===== config.mk =====
export PLATFORM = sky130hd
export DESIGN_NAME = rr_mux_arb
export DESIGN_NICKNAME = d
export VERILOG_FILES = /design/src/rtl/rr_mux_arb.sv
export SDC_FILE = /design/constraint.sdc
export NUM_CORES = 1
export LEC_CHECK = 0
export CORE_AREA = 2 2 39 41
export DETAILED_ROUTE_END_ITERATION = 16
export DIE_AREA = 0 0 41 43
export GPL_TIMING_DRIVEN = 0
export PLACE_DENSITY_LB_ADDON = 0.05
export SLEW_MARGIN = 20
export SYNTH_ARGS = -nofsm -noshare
export SYNTH_HDL_FRONTEND = slang
export SYNTH_SLANG_ARGS = --single-unit

===== constraint.sdc =====
create_clock -name clk -period 1.55 [get_ports clk]
set_input_delay 0.31 -clock clk [delete_from_list [all_inputs] [get_ports clk]]
set_output_delay 0.31 -clock clk [all_outputs]
set_load 0.005 [all_outputs]

===== src/rtl/rr_mux_arb.sv =====
// rr_mux_arb: NCH-to-1 valid/ready channel mux with round-robin or fixed-priority arbitration and a manual-select override.
// Latency: 1 cycle from input acceptance to out_valid. Throughput is 1 item/cycle while out_ready=1.
// Backpressure: when the output register holds an item that is not drained, all in_ready go low and the outputs hold.
//
// Ports:
//   clk, rst_n           rising-edge clock, asynchronous active-low reset
//   in_data/in_valid     NCH producer channels; channel i is in_data[i*WIDTH +: WIDTH]
//   in_ready             per-channel ready; combinational, at most one bit set
//   out_data/out_valid   registered output item toward the consumer
//   out_ready            consumer ready
//   out_sel              registered index of the channel that sourced out_data
//   force_en/force_sel   manual select override; acts on the same-cycle grant
module rr_mux_arb #(
    parameter int WIDTH = 4,
    parameter int NCH   = 2,
    parameter int MODE  = 0,
    localparam int SELW = $clog2(NCH)
) (
    input  logic                 clk,
    input  logic                 rst_n,
    input  logic [NCH*WIDTH-1:0] in_data,
    input  logic [NCH-1:0]       in_valid,
    output logic [NCH-1:0]       in_ready,
    output logic [WIDTH-1:0]     out_data,
    output logic                 out_valid,
    input  logic                 out_ready,
    output logic [SELW-1:0]      out_sel,
    input  logic                 force_en,
    input  logic [SELW-1:0]      force_sel
);

    logic [WIDTH-1:0] data_q, data_d;
    logic             valid_q, valid_d;
    logic [SELW-1:0]  sel_q, sel_d;
    logic [SELW-1:0]  ptr_q, ptr_d;

    logic             load_en;
    logic             gnt_any;
    logic [SELW-1:0]  gnt_idx;
    logic [NCH-1:0]   grant;

    // Output register can take a new item when empty or being drained this cycle.
    assign load_en = !valid_q || out_ready;

    // Grant search. The forced path compares against each legal index rather than
    // indexing in_valid with force_sel, so an out-of-range select simply finds nothing.
    always_comb begin
        int idx;
        gnt_any = 1'b0;
        gnt_idx = '0;
        idx     = 0;
        if (force_en) begin
            for (int i = 0; i < NCH; i++) begin
                if (!gnt_any && force_sel == SELW'(i) && in_valid[i]) begin
                    gnt_any = 1'b1;
                    gnt_idx = SELW'(i);
                end
            end
        end else if (MODE == 1) begin
            for (int i = 0; i < NCH; i++) begin
                if (!gnt_any && in_valid[i]) begin
                    gnt_any = 1'b1;
                    gnt_idx = SELW'(i);
                end
            end
        end else begin
            // Search ptr, ptr+1, ... with wrap-around.
            for (int k = 0; k < NCH; k++) begin
                idx = int'(ptr_q) + k;
                if (idx >= NCH) begin
                    idx = idx - NCH;
                end
                if (!gnt_any && in_valid[idx]) begin
                    gnt_any = 1'b1;
                    gnt_idx = SELW'(idx);
                end
            end
        end
    end

    always_comb begin
        grant = '0;
        for (int i = 0; i < NCH; i++) begin
            grant[i] = gnt_any && (gnt_idx == SELW'(i));
        end
    end

    // Gated by rst_n so no producer sees a handshake while the block is held in reset.
    assign in_ready = (rst_n && load_en) ? grant : '0;

    always_comb begin
        data_d  = data_q;
        sel_d   = sel_q;
        valid_d = valid_q;
        ptr_d   = ptr_q;
        if (load_en) begin
            if (gnt_any) begin
                data_d  = in_data[gnt_idx*WIDTH +: WIDTH];
                sel_d   = gnt_idx;
                valid_d = 1'b1;
                // Forced transfers leave the fairness pointer alone so arbitration
                // resumes where it left off once the override is released.
                if (MODE == 0 && !force_en) begin
                    ptr_d = (int'(gnt_idx) == NCH - 1) ? '0 : gnt_idx + SELW'(1);
                end
            end else begin
                valid_d = 1'b0;
            end
        end
    end

    always_ff @(posedge clk or negedge rst_n) begin
        if (!rst_n) begin
            data_q  <= '0;
            sel_q   <= '0;
            valid_q <= 1'b0;
            ptr_q   <= '0;
        end else begin
            data_q  <= data_d;
            sel_q   <= sel_d;
            valid_q <= valid_d;
            ptr_q   <= ptr_d;
        end
    end

    assign out_data  = data_q;
    assign out_valid = valid_q;
    assign out_sel   = sel_q;

endmodule


==> results.txt, run 1 <==
----------------------------------------------------
[Outcome]
  Status ... complete, but fails checks
  Violations in the final reports ... negative setup slack

[Timing]
  Fin Hold WS ... 0.0984 ns
  Unrepaired setup endpoints after global routing ... true
  Slew @ Worst Pin ... 0.411 ns
  Min Clock Period, post-route ... 1.66 ns
  Pins Over Slew Limit ... 0
  Crit path setup slack, layout ... -0.113 ns
  Number of endpoints with negative hold slack in the final report ... 0
  Setup-violating endpoint count in the final report ... 2
  Crit share post-route ... 1.07
  Max-slew headroom ... 0.726
  Timing-limited maximum frequency ... 601 MHz
  Worst setup skew after layout ... 0.00129 ns

[Critical path]
  Worst path arrival time ... 1.35 ns
  FF-to-FF Start ... out_valid$_DFFE_PN0N_
  WS Path Type ... reg2out
  Worst setup path end ... in_ready[1]
  Minimum setup slack among reg-to-reg paths ... 0.25 ns
  Setup crit end kind ... output pin
  CP Max Fanout ... 2
  Startpoint kind of the worst setup timing path ... flop
  Reg2reg path depth ... 5
  Timing startpoint of the critical path ... out_valid$_DFFE_PN0N_
  CP Data Required Time ... 1.24 ns
  Destination of the worst register-to-register timing path ... out_sel$_DFFE_PN0P_

[Clocking]
  CTS tree ... done
  CTS buffer count ... 3
  CTS H-tree lvls ... 1
  Clock sink count ... 7
  Buffer cell driving the clock tree root ... sky130_fd_sc_hd__clkbuf_4
  Clock latency reported for the late side of the worst-skew pair ... 0.24 ns
  Number of hold buffers added after CTS ... 0
  Clock transition at the register clock pins on the worst setup and hold paths after CTS ... 0.05 ns
  Number of buffers between clock root and the deepest sink ... 2

[Synth]
  Number of synthesized flops with an enable pin ... 0
  Count of yosys warnings during synthesis ... 0
  Total nets after synthesis ... 52
  Share of the synthesized area in compound gates (AO/OA/AOI/OAI) ... 0.227
  Fraction of synthesized area in multiplexers ... 0.151
  Gate Count Post-Synth ... 37
  Simple-gate portion of the synthesized area ... 0.142
  Top cell types by occurrence after synthesis ... sky130_fd_sc_hd__dfrtp_1, sky130_fd_sc_hd__nor2_1, sky130_fd_sc_hd__mux2i_1
  Area share of the largest cell type after synthesis ... 0.442
  Sequential element share of the synthesized area ... 0.442
  Area of the mapped netlist ... 397 um^2
  Syn_area_per_cell ... 10.7 um^2
  Count of cell types in the netlist ... 16
  Main combinational cell family by area after synthesis ... compound AO/OA/AOI/OAI gates
  Dominant cells by area after synthesis ... sky130_fd_sc_hd__dfrtp_1, sky130_fd_sc_hd__mux2i_1, sky130_fd_sc_hd__a21oi_2
  Commonest register cell after synthesis ... sky130_fd_sc_hd__dfrtp_1
  Share of async-settable or async-resettable flops after synthesis ... 1.00
  Synth area leader ... sky130_fd_sc_hd__dfrtp_1
  Fraction of the mapped netlist area in adder cells ... 0
  Number of synthesized register bits ... 7
  Share of the synthesized netlist area taken by xor and xnor gates ... 0

[Global routing]
  Antenna violations before repair ... 0
  Largest net degree at the start of global routing ... 10
  Vias in the first global route ... 333
  First-pass GRT wire length ... 1.40 mm
  Remaining global-route overflow ... 0
  GRT Overall Usage ... 0.122

[Routing]
  WL per Instance ... 10.4 um
  DR vias/cell ... 4.58
  Remaining antenna violation count after routing ... 0
  Detailed Routing Iterations Pass 1 ... 1
  Initial detailed-routing violation count ... 0
  Number of vias after detailed routing ... 385
  DRC violation count after routing ... 0
  Wire length after detailed routing ... 874 um

[Placed design]
  Number of port buffers ... 22
  Placer congestion estimate ... 0.588
  HPWL reported at the end of detailed placement ... 614 um

[Pwr]
  Leakage dissipation ... 0.317 nW
  Net switching fraction of the power ... 0.270
  Fraction of power consumed by the clock network ... 0.255
  Worst vdd ir ... 517 uV
  Portion of total power attributed to combinational logic ... 0.357
  Reg power frac ... 0.388
  P_int ... 0.456 mW
  Total power per unit cell area ... 891 mW/mm^2
  Switching power ... 0.169 mW

[Die]
  Total Die Area ... 0.00176 mm^2
  Die Span X ... 41 um
  Vertical die dimension ... 43 um
  Number of ports placed on the die boundary ... 23
  Initial core utilization ... 0.287
  Rows ... 14
  Placeable core region ... 0.00138 mm^2

[Job]
  # Max-Cap Violations ... 0

[Finish]
  Antenna Cells ... 0
  Final layout net count ... 84
  Fraction of final layout cells sized beyond drive strength 1 ... 0.382
  Post-route core utilization ... 0.507
  Area growth from synthesis to layout ... 77.0%

[Worst hold path]
  Min-delay worst type ... in2async

----------------------------------------------------
==> layout make-up <==
cell class | instances | area, um^2
clock buffer | 4 | 26.3
fill | 145 | 682
inverter | 2 | 7.51
multi-input combinational | 27 | 224
sequential | 7 | 175
tap | 16 | 20.0
timing repair buffer | 28 | 249
==> power by group through the flow <==
stage | Clock (mW) | Sequential [mW] | Combinational (mW)
6_report | 0.159 | 0.243 | 0.223
5_1_grt | 0.184 | 0.248 | 0.242
4_1_cts | 0.170 | 0.243 | 0.224
3_5_place_dp | 0 | 0.246 | 0.206
3_3_place_gp | 0 | 0.246 | 0.206
2_1_floorplan | 0 | 0.247 | 0.0850
==> state kept, by name, summed over array words and instances, names as in the netlist <==
| name | cells |
|---|---|
| out_data | 4 |
| out_sel | 1 |
| out_valid | 1 |
| ptr_q | 1 |
==> routing by layer <==
metal  up-vias  GRT usage  part of all wire
met5         -          0                 0
met2        13      0.169              0.50
met4         0     0.0800             0.011
li1        191          -                 -
met3         2     0.0314             0.071
met1       179      0.159              0.42
==> worst max-delay path: stages, from the launching register on <==
cell and delay [ns]:
sky130_fd_sc_hd__dfrtp_1 0.37, sky130_fd_sc_hd__nor2b_4 0.13, sky130_fd_sc_hd__a211oi_2 0.19, sky130_fd_sc_hd__buf_4 0.17
sky130_fd_sc_hd__nand2_2 0.05, sky130_fd_sc_hd__nor2_1 0.09, sky130_fd_sc_hd__buf_2 0.11
==> worst min-delay path by stage <==
stage               depth (start not counted)                      end  slack [ns]
floorplan                                   0  out_data[0]$_DFFE_PN0P_        0.01
global placement                            2  out_data[2]$_DFFE_PN0P_        0.51
detailed placement                          2  out_data[2]$_DFFE_PN0P_        0.51
CTS                                         1      out_sel$_DFFE_PN0P_        0.10
global route                                1    out_valid$_DFFE_PN0N_        0.12
finish                                      1      out_sel$_DFFE_PN0P_         0.1
==> per-stage QoR <==
stage	instances	TNS, ns	setup slack (ns)	power (mW)	area [um^2]
after floorplan	37	0	0.218	0.332	397
after detailed placement	75	-3.42	-0.950	0.452	637
after global placement	75	-3.45	-0.959	0.451	637
after global routing	84	-0.380	-0.215	0.674	702
after CTS	83	-0.200	-0.198	0.637	702
final	84	-0.208	-0.113	0.625	702
==> cells by family after synthesis <==
group,after synthesis
buffers and inverters,3
and+or+nand+nor,12
muxes,6
DFF,7
AOI/OAI and AO/OA,9
==> layout by cell type, fill, tap and decap left out, types with 2 or more instances in the layout <==
cell type                          n
sky130_fd_sc_hd__a21oi_1           2
sky130_fd_sc_hd__a21oi_2           4
sky130_fd_sc_hd__buf_4             6
sky130_fd_sc_hd__clkbuf_2          2
sky130_fd_sc_hd__clkbuf_4          3
sky130_fd_sc_hd__clkdlybuf4s50_1  14
sky130_fd_sc_hd__dfrtp_1           7
sky130_fd_sc_hd__dlygate4sd2_1     3
sky130_fd_sc_hd__mux2i_1           5
sky130_fd_sc_hd__nor2_1            7
==> what timing repair did <==
item                                   in CTS  in global routing
pin swaps                                   3                  2
setup endpoints to repair                   6                  2
gates resized for setup                    22                  5
endpoints found under the hold margin       0                  0
setup buffers                               4                  2
No activity file was read; power rests on OpenSTA's default activity.
==> inputs of run 2 (changes only) <==
Settings changed: CAP_MARGIN set to 20, SETUP_SLACK_MARGIN set to 0.1, SLEW_MARGIN 20 to 15.
==> run 2 against run 1 <==
Final area rose by 2.7%. Register-to-register slack lost 0.06 ns. Power rose by 1.7%. Flip-flop and latch count did not move. Critical path depth up 1. Via count rose by 1.6%. The run still ends with negative setup slack left. Combinational power grew 4%. Sequential share of layout area is 0.65 points lower. Die area is the same. Non-clock buffer count rose by 2. Highest routed layer unchanged. Clock power barely moved. Hold slack about the same. Critical path type unchanged.
==> results.txt, run 2 (synthesis gave the netlist of run 1 again) <==
----------------------------------------------------
[Timing]
  Pins Over Slew Limit ... 0
  Setup-violating endpoint count in the final report ... 2
  Unrepaired setup endpoints after global routing ... true
  Worst setup skew after layout ... 0.00103 ns
  Timing-limited maximum frequency ... 579 MHz
  Sum of negative setup slack ... -0.274 ns
  Crit path setup slack, layout ... -0.177 ns
  Min Clock Period, post-route ... 1.73 ns
  Crit share post-route ... 1.11
  Slew @ Worst Pin ... 0.410 ns
  Number of endpoints with negative hold slack in the final report ... 0
  Max-slew headroom ... 0.727

[Critical path]
  FF-to-FF Start ... out_valid$_DFFE_PN0N_
  Buffering stage count on the worst path with inverters included ... 3
  Cell class contributing the biggest share of worst-path delay ... flip-flops
  CP cell instances ... nor2b_4, a211oi_2, buf_4, buf_6, nand2_2, nor2_1, buf_2
  Worst path arrival time ... 1.42 ns
  Startpoint kind of the worst setup timing path ... flop
  WS Path Type ... reg2out
  CP Data Required Time ... 1.24 ns
  Largest stage delay, worst path ... 0.37 ns
  Minimum setup slack among reg-to-reg paths ... 0.19 ns
  Destination of the worst register-to-register timing path ... out_sel$_DFFE_PN0P_
  Cell with the largest stage delay on the worst path ... sky130_fd_sc_hd__dfrtp_1
  Setup crit end kind ... output pin
  Timing startpoint of the critical path ... out_valid$_DFFE_PN0N_
  Worst setup path end ... in_ready[1]
  Reg2reg path depth ... 6
  CP Max Fanout ... 2
  Logic depth of the worst setup path including buffers ... 7

[Finish]
  Leading cell type in the layout, fill and taps excluded ... sky130_fd_sc_hd__clkdlybuf4s50_1
  Highest-count cells in the layout ignoring fill and taps ... sky130_fd_sc_hd__clkdlybuf4s50_1, sky130_fd_sc_hd__buf_4, sky130_fd_sc_hd__nor2_1, sky130_fd_sc_hd__dfrtp_1, sky130_fd_sc_hd__mux2i_1
  Fraction of final layout cells sized beyond drive strength 1 ... 0.414
  Final layout net count ... 86
  Antenna Cells ... 0
  Area growth from synthesis to layout ... 81.7%
  Number of flip-flops under the largest register name ... 4

[Die]
  Total Die Area ... 0.00176 mm^2
  Rows ... 14
  Initial core utilization ... 0.287
  Placeable core region ... 0.00138 mm^2
  Vertical die dimension ... 43 um
  Number of ports placed on the die boundary ... 23
  Die Span X ... 41 um

[Global routing]
  GRT Overall Usage ... 0.122
  Largest net degree at the start of global routing ... 10
  First-pass GRT wire length ... 1.40 mm
  Antenna violations before repair ... 0
  Remaining global-route overflow ... 0
  Vias in the first global route ... 333

[Job]
  # Max-Cap Violations ... 0

[Routing]
  WL per Instance ... 10.3 um
  Remaining antenna violation count after routing ... 0
  DRC violation count after routing ... 0
  Number of vias after detailed routing ... 391
  DR vias/cell ... 4.55
  Wire length after detailed routing ... 887 um
  Initial detailed-routing violation count ... 2
  Detailed Routing Iterations Pass 1 ... 2

[Outcome]
  Status ... complete, but fails checks
  Violations in the final reports ... negative setup slack

[Placed design]
  HPWL reported at the end of detailed placement ... 614 um
  Number of port buffers ... 22
  Placer congestion estimate ... 0.588
  Pre-CTS setup slack ... -0.950 ns

[Worst hold path]
  Min-delay worst type ... in2async

[Clocking]
  Number of buffers between clock root and the deepest sink ... 2
  CTS H-tree lvls ... 1
  Clock sink count ... 7
  Clock transition at the register clock pins on the worst setup and hold paths after CTS ... 0.05 ns
  Clock latency reported for the late side of the worst-skew pair ... 0.24 ns
  Buffer cell driving the clock tree root ... sky130_fd_sc_hd__clkbuf_4
  CTS tree ... done
  CTS buffer count ... 3
  Number of hold buffers added after CTS ... 0

[Pwr]
  Leakage dissipation ... 0.335 nW
  Worst vdd ir ... 518 uV
  Overall Power ... 0.635 mW
  Total power per unit cell area ... 882 mW/mm^2

----------------------------------------------------
## run 2: worst min path at each step
| stage | start | to | slack (ns) | cells after the start |
|---|---|---|---|---|
| 2_1_floorplan | rst_n | out_data[0]$_DFFE_PN0P_ | 0.01 | 0 |
| 3_3_place_gp | out_data[2]$_DFFE_PN0P_ | out_data[2]$_DFFE_PN0P_ | 0.51 | 2 |
| 3_5_place_dp | out_data[2]$_DFFE_PN0P_ | out_data[2]$_DFFE_PN0P_ | 0.51 | 2 |
| 4_1_cts | rst_n | out_sel$_DFFE_PN0P_ | 0.10 | 1 |
| 5_1_grt | rst_n | out_valid$_DFFE_PN0N_ | 0.12 | 1 |
| 6_report | rst_n | out_sel$_DFFE_PN0P_ | 0.1 | 1 |
## run 2: metrics by stage
step / hold WS (ns) / instances / instance area [um^2] / util
after floorplan: 0.0144 / 37 / 397 / -
after global placement: 0.507 / 75 / 637 / 0.460
after global routing: 0.118 / 86 / 721 / 0.521
after CTS: 0.105 / 83 / 702 / 0.507
final: 0.0979 / 86 / 721 / 0.521
after detailed placement: 0.510 / 75 / 637 / 0.460
## run 2: area by class of cell
| cell class | instances | area (um^2) |
|---|---|---|
| inverters | 2 | 7.51 |
| repair buffers | 29 | 256 |
| well taps | 16 | 20.0 |
| plain buffers | 1 | 11.3 |
| flip-flops and latches | 7 | 175 |
| multi-input cells | 27 | 224 |
| fillers | 143 | 663 |
| clock buffers | 4 | 26.3 |
## run 2: timing repair
item	CTS	global route
resized for setup	22	7
pin swaps	3	2
setup endpoints to repair	7	6
buffers inserted	4	3
## run 2: power by group
group,internal (mW),switching (mW)
logic,0.147,0.0862
registers,0.219,0.0239
clock network,0.0979,0.0613
## run 2: metal layers
metal | vias up | track usage | wire length (um)
met5 | - | 0 | 0
met4 | 0 | 0.0800 | 10
met3 | 2 | 0.0314 | 62
met2 | 13 | 0.169 | 438
met1 | 181 | 0.159 | 375
li1 | 195 | - | -
